==> config.mk <==
export PLATFORM = sky130hd
export DESIGN_NAME = sprite_rom_arbiter
export DESIGN_NICKNAME = d
export VERILOG_FILES = /design/src/rtl/sprite_rom_arbiter.sv
export SDC_FILE = /design/constraint.sdc
export NUM_CORES = 1
export LEC_CHECK = 0
export CORE_MARGIN = 10
export CORE_UTILIZATION = 41
export CTS_CLUSTER_SIZE = 24
export DETAILED_ROUTE_END_ITERATION = 16
export PLACE_DENSITY = 0.85
export SLEW_MARGIN = 5
export SYNTH_ARGS = -nofsm -noshare
export SYNTH_HDL_FRONTEND = slang
export SYNTH_SLANG_ARGS = --single-unit
==> constraint.sdc <==
create_clock -name clk -period 2.5 [get_ports clk]
set_clock_uncertainty 0.2 [all_clocks]
set_input_delay 0.25 -clock clk [delete_from_list [all_inputs] [get_ports clk]]
set_output_delay 0.25 -clock clk [all_outputs]
set_load 0.1 [all_outputs]
==> src/rtl/sprite_rom_arbiter.sv <==
// sprite_rom_arbiter
//   Shares the single read port of the sprite ROM among NUM_REQ renderers.
//   Each renderer asks for a burst of consecutive words; bursts are granted
//   round-robin and issued one address per cycle. Read data comes back tagged
//   with the owning requester id and a last-word flag.
//
// Ports
//   clk, rst_n          clock, asynchronous active-low reset
//   req[NUM_REQ]        per-requester burst request (level, held until gnt)
//   req_addr            packed base addresses, slice i belongs to requester i
//   req_len             packed burst lengths (0 is treated as 1)
//   gnt                 one-cycle grant pulse, one-hot or zero
//   rom_addr, rom_en    ROM read address and its valid strobe
//   rom_data            ROM read data, ROM_LATENCY cycles after rom_addr
//   rsp_valid/id/last   response tag aligned with rom_data
//   rsp_data            rom_data passed straight through
//   busy                a burst is being issued
module sprite_rom_arbiter #(
  parameter int NUM_REQ     = 4,
  parameter int ADDR_W      = 10,
  parameter int DATA_W      = 16,
  parameter int LEN_W       = 6,
  parameter int ROM_LATENCY = 1
) (
  input  logic                       clk,
  input  logic                       rst_n,
  input  logic [NUM_REQ-1:0]         req,
  input  logic [NUM_REQ*ADDR_W-1:0]  req_addr,
  input  logic [NUM_REQ*LEN_W-1:0]   req_len,
  output logic [NUM_REQ-1:0]         gnt,
  output logic [ADDR_W-1:0]          rom_addr,
  output logic                       rom_en,
  input  logic [DATA_W-1:0]          rom_data,
  output logic                       rsp_valid,
  output logic [$clog2(NUM_REQ)-1:0] rsp_id,
  output logic                       rsp_last,
  output logic [DATA_W-1:0]          rsp_data,
  output logic                       busy
);

  localparam int ID_W = $clog2(NUM_REQ);

  typedef enum logic {IDLE, BURST} state_t;

  state_t             state, state_nxt;
  logic [ID_W-1:0]    rr, cur_id, win;
  logic               win_found, start, last_beat, arb_en;
  logic [LEN_W-1:0]   len_q, cnt;
  logic [NUM_REQ-1:0] cand;
  logic [ADDR_W-1:0]  addr_arr [NUM_REQ];
  logic [LEN_W-1:0]   len_arr  [NUM_REQ];

  // Response tag delay line, one entry per cycle of ROM latency
  logic [ROM_LATENCY-1:0] vld_p, last_p;
  logic [ID_W-1:0]        id_p [ROM_LATENCY];

  always_comb begin
    for (int i = 0; i < NUM_REQ; i++) begin
      addr_arr[i] = req_addr[i*ADDR_W +: ADDR_W];
      len_arr[i]  = req_len[i*LEN_W +: LEN_W];
    end
  end

  // cnt counts beats already placed on rom_addr, so the current beat is the
  // last one when it equals the latched length.
  assign last_beat = (state == BURST) && (cnt == len_q);
  assign arb_en    = (state == IDLE) || last_beat;
  // A requester still sees its own grant this cycle and only drops req next
  // cycle, so it must not win again while gnt is high.
  assign cand      = req & ~gnt;
  assign start     = arb_en && win_found;

  always_comb begin
    logic [ID_W-1:0] idx;
    win_found = 1'b0;
    win       = '0;
    idx       = '0;
    for (int i = 0; i < NUM_REQ; i++) begin
      idx = ID_W'((int'(rr) + i) % NUM_REQ);
      if (!win_found && cand[idx]) begin
        win_found = 1'b1;
        win       = idx;
      end
    end
  end

  always_comb begin
    state_nxt = state;
    case (state)
      IDLE:    if (win_found) state_nxt = BURST;
      BURST:   if (last_beat && !win_found) state_nxt = IDLE;
      default: state_nxt = IDLE;
    endcase
  end

  // Issue stage: grant, address generation, beat counting
  always_ff @(posedge clk or negedge rst_n) begin
    if (!rst_n) begin
      state    <= IDLE;
      rr       <= '0;
      gnt      <= '0;
      rom_addr <= '0;
      cnt      <= '0;
      len_q    <= '0;
      cur_id   <= '0;
    end else begin
      state <= state_nxt;
      gnt   <= '0;
      if (start) begin
        gnt      <= NUM_REQ'(1) << win;
        rr       <= (win == ID_W'(NUM_REQ - 1)) ? '0 : win + 1'b1;
        rom_addr <= addr_arr[win];
        len_q    <= (len_arr[win] == '0) ? LEN_W'(1) : len_arr[win];
        cnt      <= LEN_W'(1);
        cur_id   <= win;
      end else if (state == BURST && !last_beat) begin
        rom_addr <= rom_addr + 1'b1;
        cnt      <= cnt + 1'b1;
      end
    end
  end

  assign rom_en = (state == BURST);
  assign busy   = (state == BURST);

  // Response stages: tag follows the read through the ROM pipeline
  always_ff @(posedge clk or negedge rst_n) begin
    if (!rst_n) begin
      vld_p  <= '0;
      last_p <= '0;
      for (int i = 0; i < ROM_LATENCY; i++) id_p[i] <= '0;
    end else begin
      vld_p[0]  <= rom_en;
      last_p[0] <= last_beat;
      id_p[0]   <= cur_id;
      for (int i = 1; i < ROM_LATENCY; i++) begin
        vld_p[i]  <= vld_p[i-1];
        last_p[i] <= last_p[i-1];
        id_p[i]   <= id_p[i-1];
      end
    end
  end

  assign rsp_valid = vld_p[ROM_LATENCY-1];
  assign rsp_last  = last_p[ROM_LATENCY-1];
  assign rsp_id    = id_p[ROM_LATENCY-1];
  assign rsp_data  = rom_data;

endmodule

[Word level (Yosys, flattened, before mapping)]
Index checks and enable logic that the tools add are counted.
Operators by class
  add/subtract/negate cells: 6
  multiply operators: 0
  divide/modulo/power cells: 0
  order comparisons: 5
  equal/unequal tests: 2
  shift-type cells: 1
  muxes and demuxes: 32
  bitwise logic cells: 4
  reductions and logical operators: 15
Operators by type and width (count)
  2-to-1 mux 10 bit: 4
  2-to-1 mux 6 bit: 5
  binary-select mux 10 bit (select 2 bit): 1
  binary-select mux 6 bit (select 2 bit): 1
  < comparator 2 x 3 -> 1 bit, second input constant: 4
  adder 10 x 1 -> 10 bit, second input constant: 1
  2-to-1 mux 1 bit: 10
  2-to-1 mux 2 bit: 5
  binary-select mux 1 bit (select 2 bit): 4
  logical AND 1 bit: 7
  adder 6 x 1 -> 6 bit, second input constant: 1
  == test 6 bit: 1
  zero test 6 bit: 1
  zero test 1 bit: 5
  adder 2 x 1 -> 2 bit, second input constant: 2
  adder 2 bit, second input constant: 2
  bitwise AND 4 bit: 1
  2-to-1 mux 4 bit: 1
  NOT 4 bit: 1
  left shift 1 x 2 -> 4 bit, first input constant: 1
  >= comparator 3 bit, second input constant: 1
  NOT 2 -> 3 bit: 1
  == test 2 bit, second input constant: 1
  one-hot mux 1 bit (2 select lines): 1
  other kinds (3): 3
Word-level totals
  register bits: 35
  bits in latches: 0
  memory bits (writable): 0
  ROM bits: 0
  input bits: 86
  word-level logic and storage cells: 75
  memories kept: 0

[Longest topological paths before layout]
  depth after elaboration: 20
  depth in mapped cells: 11
  depth with buffers taken out: 9

[Worst setup path after synthesis]
OpenSTA, ideal clock, no wires.
  path kind: register to register
  start: register gnt[0]
  end: register len_q[0]
  setup time: 0.126 ns
  data arrival time: 2.377 ns
  required time: 2.174 ns
  slack: -0.203 ns
  cell stages (with the launch flop): 11
  clock period less this slack: 2.703 ns
  cells stage by stage: dfrtp_1 > nand2b_1 > o22ai_2 > a21oi_2 > nand2_4 > nor2_4 > inv_2 > buf_6 > a211o_1 > a311oi_1 > nor2_1
Between the ends
  cells in the longest elaborated chain, start to end: 20
Ends and longest elaborated chain
  start: declaration: RTL line 30  | output logic [NUM_REQ-1:0] gnt,
  start signal: assignment: RTL line 110  | gnt <= NUM_REQ'(1) << win;
  NOT 4 bit (*): RTL line 70  | assign cand = req & ~gnt;
  bitwise AND 4 bit (*): RTL line 70
  binary-select mux 1 bit (select 2 bit): RTL line 80  | if (!win_found && cand[idx]) begin
  2-to-1 mux 1 bit (implied by the code): RTL line 80
  2-to-1 mux 1 bit: RTL line 80
  zero test 1 bit: RTL line 80
  logical AND 1 bit: RTL line 80
  2-to-1 mux 1 bit: RTL line 80
  [... 4 more ...]
  logical AND 1 bit: RTL line 80
  2-to-1 mux 2 bit (*): RTL line 80
  named net win[0]: RTL line 46  | logic [ID_W-1:0] rr, cur_id, win;
  NOT 2 -> 3 bit (implied by the code) (*): RTL line 113  | len_q <= (len_arr[win] == '0) ? LEN_W'(1) : len_arr[win];
  binary-select mux 6 bit (select 2 bit) (*): RTL line 113
  2-to-1 mux 6 bit (implied by the code) (*) (2 in series): RTL line 113
  zero test 6 bit: RTL line 113
  2-to-1 mux 6 bit (*): RTL line 113
  end signal: assignment: RTL line 113
  end: declaration: RTL line 48  | logic [LEN_W-1:0] len_q, cnt;
Mark *: on every way through the listed nets, which the timed path passes. The rest lies on a longest branch. The select of a mux whose other input is x is not followed.
A chain may end at the register's enable or synchronous reset.

[Worst setup path in the final report]
  start: register cnt[0]
  end: register rom_addr[9]
Between the ends
  cells in the longest elaborated chain, start to end: 5
Ends and longest elaborated chain
  start: declaration: RTL line 48
  start signal: assignment: RTL line 118  | cnt <= cnt + 1'b1;
  == test 6 bit (*): RTL line 66  | assign last_beat = (state == BURST) && (cnt == len_q);
  logical AND 1 bit (*): RTL line 66
  logical OR 1 bit or zero test 1 bit (tied branches): RTL line 67, 116
  logical AND 1 bit (on tied branches): RTL line 71, 116
  2-to-1 mux 10 bit or nonzero test 2 bit (tied branches)
  end signal: assignment: RTL line 112  | rom_addr <= addr_arr[win];
  end signal: assignment: RTL line 117  | rom_addr <= rom_addr + 1'b1;
  end: declaration: RTL line 31  | output logic [ADDR_W-1:0] rom_addr,
Every way passes the cells marked *; elsewhere a longest branch is shown, timed or not.

==> impl_metrics.yaml <==
synthesis:
  yosysTopAreaCell: "dfrtp_1"
  ys_seq_area_share_pct: 35.2
  syn_area_mm2: 0.00249
  synthTopCellsByArea: "dfrtp_1 35%, mux2i_1 7.2%, buf_4 6.3%"
  syn_area_per_cell_um2: 9.12
  synth.distinct_cells: 52
  synth_common_cells: "35 x dfrtp_1, 33 x nand2_1, 21 x buf_4, 18 x mux2i_1"
  async_reset_ff_share_pct: 100
  synth_nets: 365
  synth_ff_type: "dfrtp_1"
  synth_top_area_share_pct: 35.2
  yosysWarnings: 0
  syn_inst: 273
  yosys_register_bits: 35
  synth-edff-count: 0
  yosysMostFrequentCell: "dfrtp_1"
global_routing:
  grt_pass1_vias: 2445
  grt_start_max_net_pins: 27
  overflow: 0
  antenna_found_initial: 0
  met2_usage_pct: 23.5
  track_usage_pct: 14.6
  grt_pass1_wl_um: 11800
  grtUsageMet3_pct: 5.21
  grt_util_met1_pct: 17.1
  grt_busiest_layer: "met2"
critical_path:
  crit_type: "reg -> reg"
  crit_fanout: 14
  critPathCaptureType: "flip-flop"
  start_kind: "flip-flop"
  r2r_setup_slack_ns: 0.23
  crit_required_ns: 2.47
  arrival_ns: 2.24
  endpoint: "rom_addr[9]"
  reg2reg_depth: 7
  crit_start: "cnt[0]"
  r2r-end: "rom_addr[9]"
  r2r-start: "cnt[0]"
die:
  die_w_um: 97.9
  num_rows: 28
  die_y_um: 97.9
  core_region_area_mm2: 0.00592
  ios: 122
  initial_utilization_pct: 42.0
  die-area_mm2: 0.00959
status:
  status: "finished, final reports clean"
placement:
  io_buffers: 89
  place_area_mm2: 0.00336
  dpl.hpwl_um: 5660
  routabilityCongestion: 0.816
clock_network:
  postCtsHoldBufs: 0
  clkTransAtPathRegs_ns: 0.07
  htree_levels: 2
  cts_setup_buffers: 0
  cts_tree: "built"
  cts_max_path_buffers: 2
  cts-root-buf: "clkbuf_8"
  numCtsBuffers: 5
  cts_num_sinks: 35
  post_cts_resized: 0
  clock_latency_ns: 0.29
sta:
  grt_setup_unrepaired: "false"
  max_freq_ghz: 0.440
  finalCritPeriodShare_pct: 90.9
  final.min_clock_period_ns: 2.27
  drv_slew: 0
  setup_viol: 0
  tightest_slew_ns: 0.732
  slew_headroom_pct: 51.0
  hold_viol: 0
routing:
  routedWlPerCell_um: 16.2
  drtPass1Iterations: 4
  drt-initial-drc-count: 239
  avgViaCountPerCell: 5.36
  final_antenna_net_count: 0
  via_count: 2309
  totalWireLength_um: 6990
  drc: 0
worst_hold_path:
  min_path_type: "reg -> reg"
  hold_start: "cur_id[0]"
  whs_path_depth: 0
layout:
  layout-drive-gt1-share_pct: 20.5
  multiInputGateArea_mm2: 0.00139
  num-fill-cells: 519
  antenna_cells: 0
  syn_to_final_growth_pct: 40.5
  fin_nets: 447
  seq_area_um2: 881
  final_area_mm2: 0.00350
power:
  power_density_mw_per_mm2: 1210
  p_leak_nw: 1.53
  vdd_drop_max_mv: 0.623
  p_total_w: 0.00422
job:
  cap_violations: 0
cells by family after synthesis:
family,share of synthesized area [%]
mux,11.9
simple gates,19.9
xor+xnor,2.82
flops,35.2
compound gates,18.1
buf+inv,9.10
fa+ha+maj,3.02
layout make-up:
| type | instances | area share (%) |
|---|---|---|
| clock buffer | 6 | 2.08 |
| timing repair buffer | 105 | 27.8 |
| tap | 75 | 2.68 |
| multi-input combinational | 202 | 39.9 |
| inverter | 6 | 0.644 |
| clock inverter | 2 | 1.72 |
| sequential | 35 | 25.2 |
flip-flops by register name (all words and copies together) (netlist names):
name and count:
cnt 6, rsp_id 2, rsp_last 1, rom_addr 10, busy 1, rr 2
len_q 6, gnt 4, rsp_valid 1, cur_id 2
per-stage QoR:
stage,util [%],TNS (ns),worst slack [ns],instances,hold WS (ns)
after CTS,59.1,0,0.226,431,0.184
after detailed placement,56.8,-0.0554,-0.0326,423,0.170
after global routing,59.1,0,0.0676,431,0.196
after global placement,56.8,0,0.0495,423,0.162
final,59.1,0,0.228,431,0.180
after floorplan,-,0,0.0165,273,-0.246
worst min path at each step:
stage | end | slack (ns)
CTS | rsp_id[0] | 0.18
floorplan | busy | -0.25
global placement | rsp_id[0] | 0.16
global route | rsp_id[0] | 0.20
finish | rsp_id[0] | 0.18
detailed placement | rsp_id[0] | 0.17
critical path, stage by stage, from the launching register on:
cell     delay (ns)
dfrtp_1        0.44
xnor2_1        0.15
nand2_1        0.13
o31a_1         0.50
nor2_2         0.08
inv_2          0.17
o21ai_0        0.13
a221o_1        0.36
where the power goes:
part,switching [W],total (W),internal (W)
clock network,0.000207,0.000606,0.000399
logic,0.00167,0.00257,0.000906
registers,0.000242,0.00104,0.000798
total,0.00211,0.00422,0.00210
routing by layer:
layer  vias to the layer above  wire length [µm]
met2                       105              3260
met5                         -                 0
met1                      1058              2950
met3                        17               630
li1                       1129                 -
met4                         0               152
cell usage in the layout (no fill, tap or decap), types with 5 or more instances in the layout:
cell             instances
a211oi_1                 8
a21oi_1                  8
and3_1                   6
buf_4                   35
clkbuf_8                 5
clkdlybuf4s50_1         69
dfrtp_1                 31
ha_1                     6
mux2_2                   9
mux2i_1                 18
nand2_1                 33
nand3_1                 10
nor2_1                  16
nor2b_1                  7
o21ai_0                 16
xnor2_1                  7
Power figures use the tool's default switching activity.
==> variant (same settings) <==
Set the parameter `ADDR_W` to 11 (it was 10).
--- a/src/rtl/sprite_rom_arbiter.sv
+++ b/src/rtl/sprite_rom_arbiter.sv
@@ -19,3 +19,3 @@
   parameter int NUM_REQ     = 4,
-  parameter int ADDR_W      = 10,
+  parameter int ADDR_W      = 11,
   parameter int DATA_W      = 16,
Ports: changed (resized req_addr and rom_addr); port bits go from 122 to 127. The function was not compared with the original's and may differ.
==> variant against the original RTL <==
- sequential cell count increased by 1
- utilization increased by 1.0 points
- setup slack got worse by 0.075 ns
- power increased by 3.5%
- first-iteration DRC count decreased by 33%
- cell area increased by 2.3%
- routed wire length increased by 9.2%
- combinational power increased by 8.6%
- count of clock-buffer cells in the layout unchanged
- synthesized area increased by 1.2%
- cell count increased by 7.2%
- global-route usage increased by 0.91 points
==> variant: results (changes against the original RTL) <==
[worst_setup_path]
cp_slowest_stage_delay_ns=0.43  ; was 0.50 ns
cp_slowest_cell=clkdlybuf4s50_1  ; was o31a_1
critPathArrivalTime_ns=2.33  ; was 2.24 ns
reg2regPathDepth=8  ; was 7
critPathMaxFanout=16  ; was 14

[synthesis]
synth_fa_ha_area_share_pct=2.98  ; was 3.02%
yosysSeqAreaShare_pct=35.8  ; was 35.2%
synth_compound_area_share_pct=20.1  ; was 18.0%
synth.area.top_cells=dfrtp_1 (36%), mux2i_1 (7.2%), nor2_1 (6.1%), buf_4 (5.4%), o21ai_0 (5.0%)  ; was dfrtp_1 (35%), mux2i_1 (7.2%), buf_4 (6.3%), nand2_1 (5.0%), mux2_2 (4.1%)
yosysUniqueCellTypes=47  ; was 52
synth_common_cells=nor2_1 (41), dfrtp_1 (36), nand2_1 (32)  ; was dfrtp_1 (35), nand2_1 (33), buf_4 (21)
synthFlopType=dfrtp_1  ; unchanged
syn_nets=390  ; was 365
synth.mux.area_fraction_pct=8.05  ; was 11.9%
post-synth-top-area-cell=dfrtp_1  ; unchanged
synth_xor_area_share_pct=2.44  ; was 2.82%

[timing]
tightestPinTransition_ns=0.787  ; was 0.732 ns

[power]
leakagePower_nw=1.56  ; was 1.53 nW
internal-power_mw=2.09  ; was 2.10 mW
vdd_ir_drop_max_uv=1320  ; was 623 uV

[die]
core_um2=5960  ; was 5920 um^2

[placement]
port-buffer-count=94  ; was 89
place_area_um2=3460  ; was 3360 um^2
dp_worst_setup_slack_ns=-0.140  ; was -0.0326 ns
dp_hpwl_mm=6.12  ; was 5.66 mm
place_congestion=0.987  ; was 0.816

[grt]
grt_pass1_wl_mm=12.5  ; was 11.8 mm
grt_pass1_vias=2567  ; was 2,445
grt_max_degree=37  ; was 27
grt_use_total_pct=15.5  ; was 14.6%

[routing]
wl_per_cell_um=16.5  ; was 16.2 um
drt_iter0_drc=161  ; was 239
via_per_inst=5.39  ; was 5.36

[clock_tree]
clk_latency_ns=0.29  ; about the same

[finish]
multi_input_area_um2=1360  ; was 1390 um^2
fillers=518  ; was 519
largestRegisters=rom_addr: 11 flops, cnt: 6 flops, len_q: 6 flops  ; was rom_addr: 10 flops, cnt: 6 flops, len_q: 6 flops
nets=482  ; was 447
drive_gt1_share_pct=17.3  ; was 20.5%

[status]
status=finished clean  ; unchanged

## variant: final timing paths
check                         endpoint  slack [ns]  startpoint
setup reg to reg              len_q[0]        0.24      gnt[0]
hold / removal               rsp_id[1]        0.18   cur_id[1]
hold reg to reg              rsp_id[1]        0.18   cur_id[1]
max in group asynchronous       gnt[2]        1.17       rst_n
min in group asynchronous  rom_addr[7]        0.37       rst_n
setup / recovery              len_q[0]        0.15      req[1]
## variant: cells by family (layout without fill, tap and decap cells)
kind of cell | count (synthesis) | count (layout)
AND/OR/NAND/NOR | 112 | 112
AO/OA/AOI/OAI | 76 | 76
buffers and inverters | 38 | 131
flip-flops | 36 | 36
multiplexers | 19 | 19
XOR/XNOR | 7 | 7
adder cells (fa/ha/maj) | 6 | 6
## variant: metrics by stage
step / std cells / TNS, ns
3_5_place_dp: 453 / -0.623
6_report: 462 / 0
3_3_place_gp: 453 / -0.0570
5_1_grt: 462 / 0
2_1_floorplan: 294 / 0
4_1_cts: 462 / 0
## variant: layout make-up
cell class | instances | share of cell area [%]
multi-input cells | 220 | 38.1
well taps | 75 | 2.62
clock inverters | 2 | 0.979
repair buffers | 116 | 30.1
inverters | 7 | 0.804
clock buffers | 6 | 2.03
flip-flops and latches | 36 | 25.4
## variant: metal layers
layer | track usage, % | share of wire, %
met5 | 0 | 0
met4 | 5.18 | 1.7
met3 | 5.14 | 7.7
met2 | 26.2 | 50
met1 | 17.9 | 41
## variant: what timing repair did
action / 4_1_cts / 5_1_grt
buffers inserted: 0 / 0
hold buffers: 1 / 0
hold endpoints to repair: 36 / 0
## variant: power groups by stage
stage	registers [mW]	logic (mW)	clock network, mW
2_1_floorplan	1.86	1.35	0
3_3_place_gp	1.07	2.72	0
3_5_place_dp	1.08	2.77	0
4_1_cts	1.07	2.78	0.511
5_1_grt	1.12	2.99	0.540
6_report	1.08	2.79	0.504
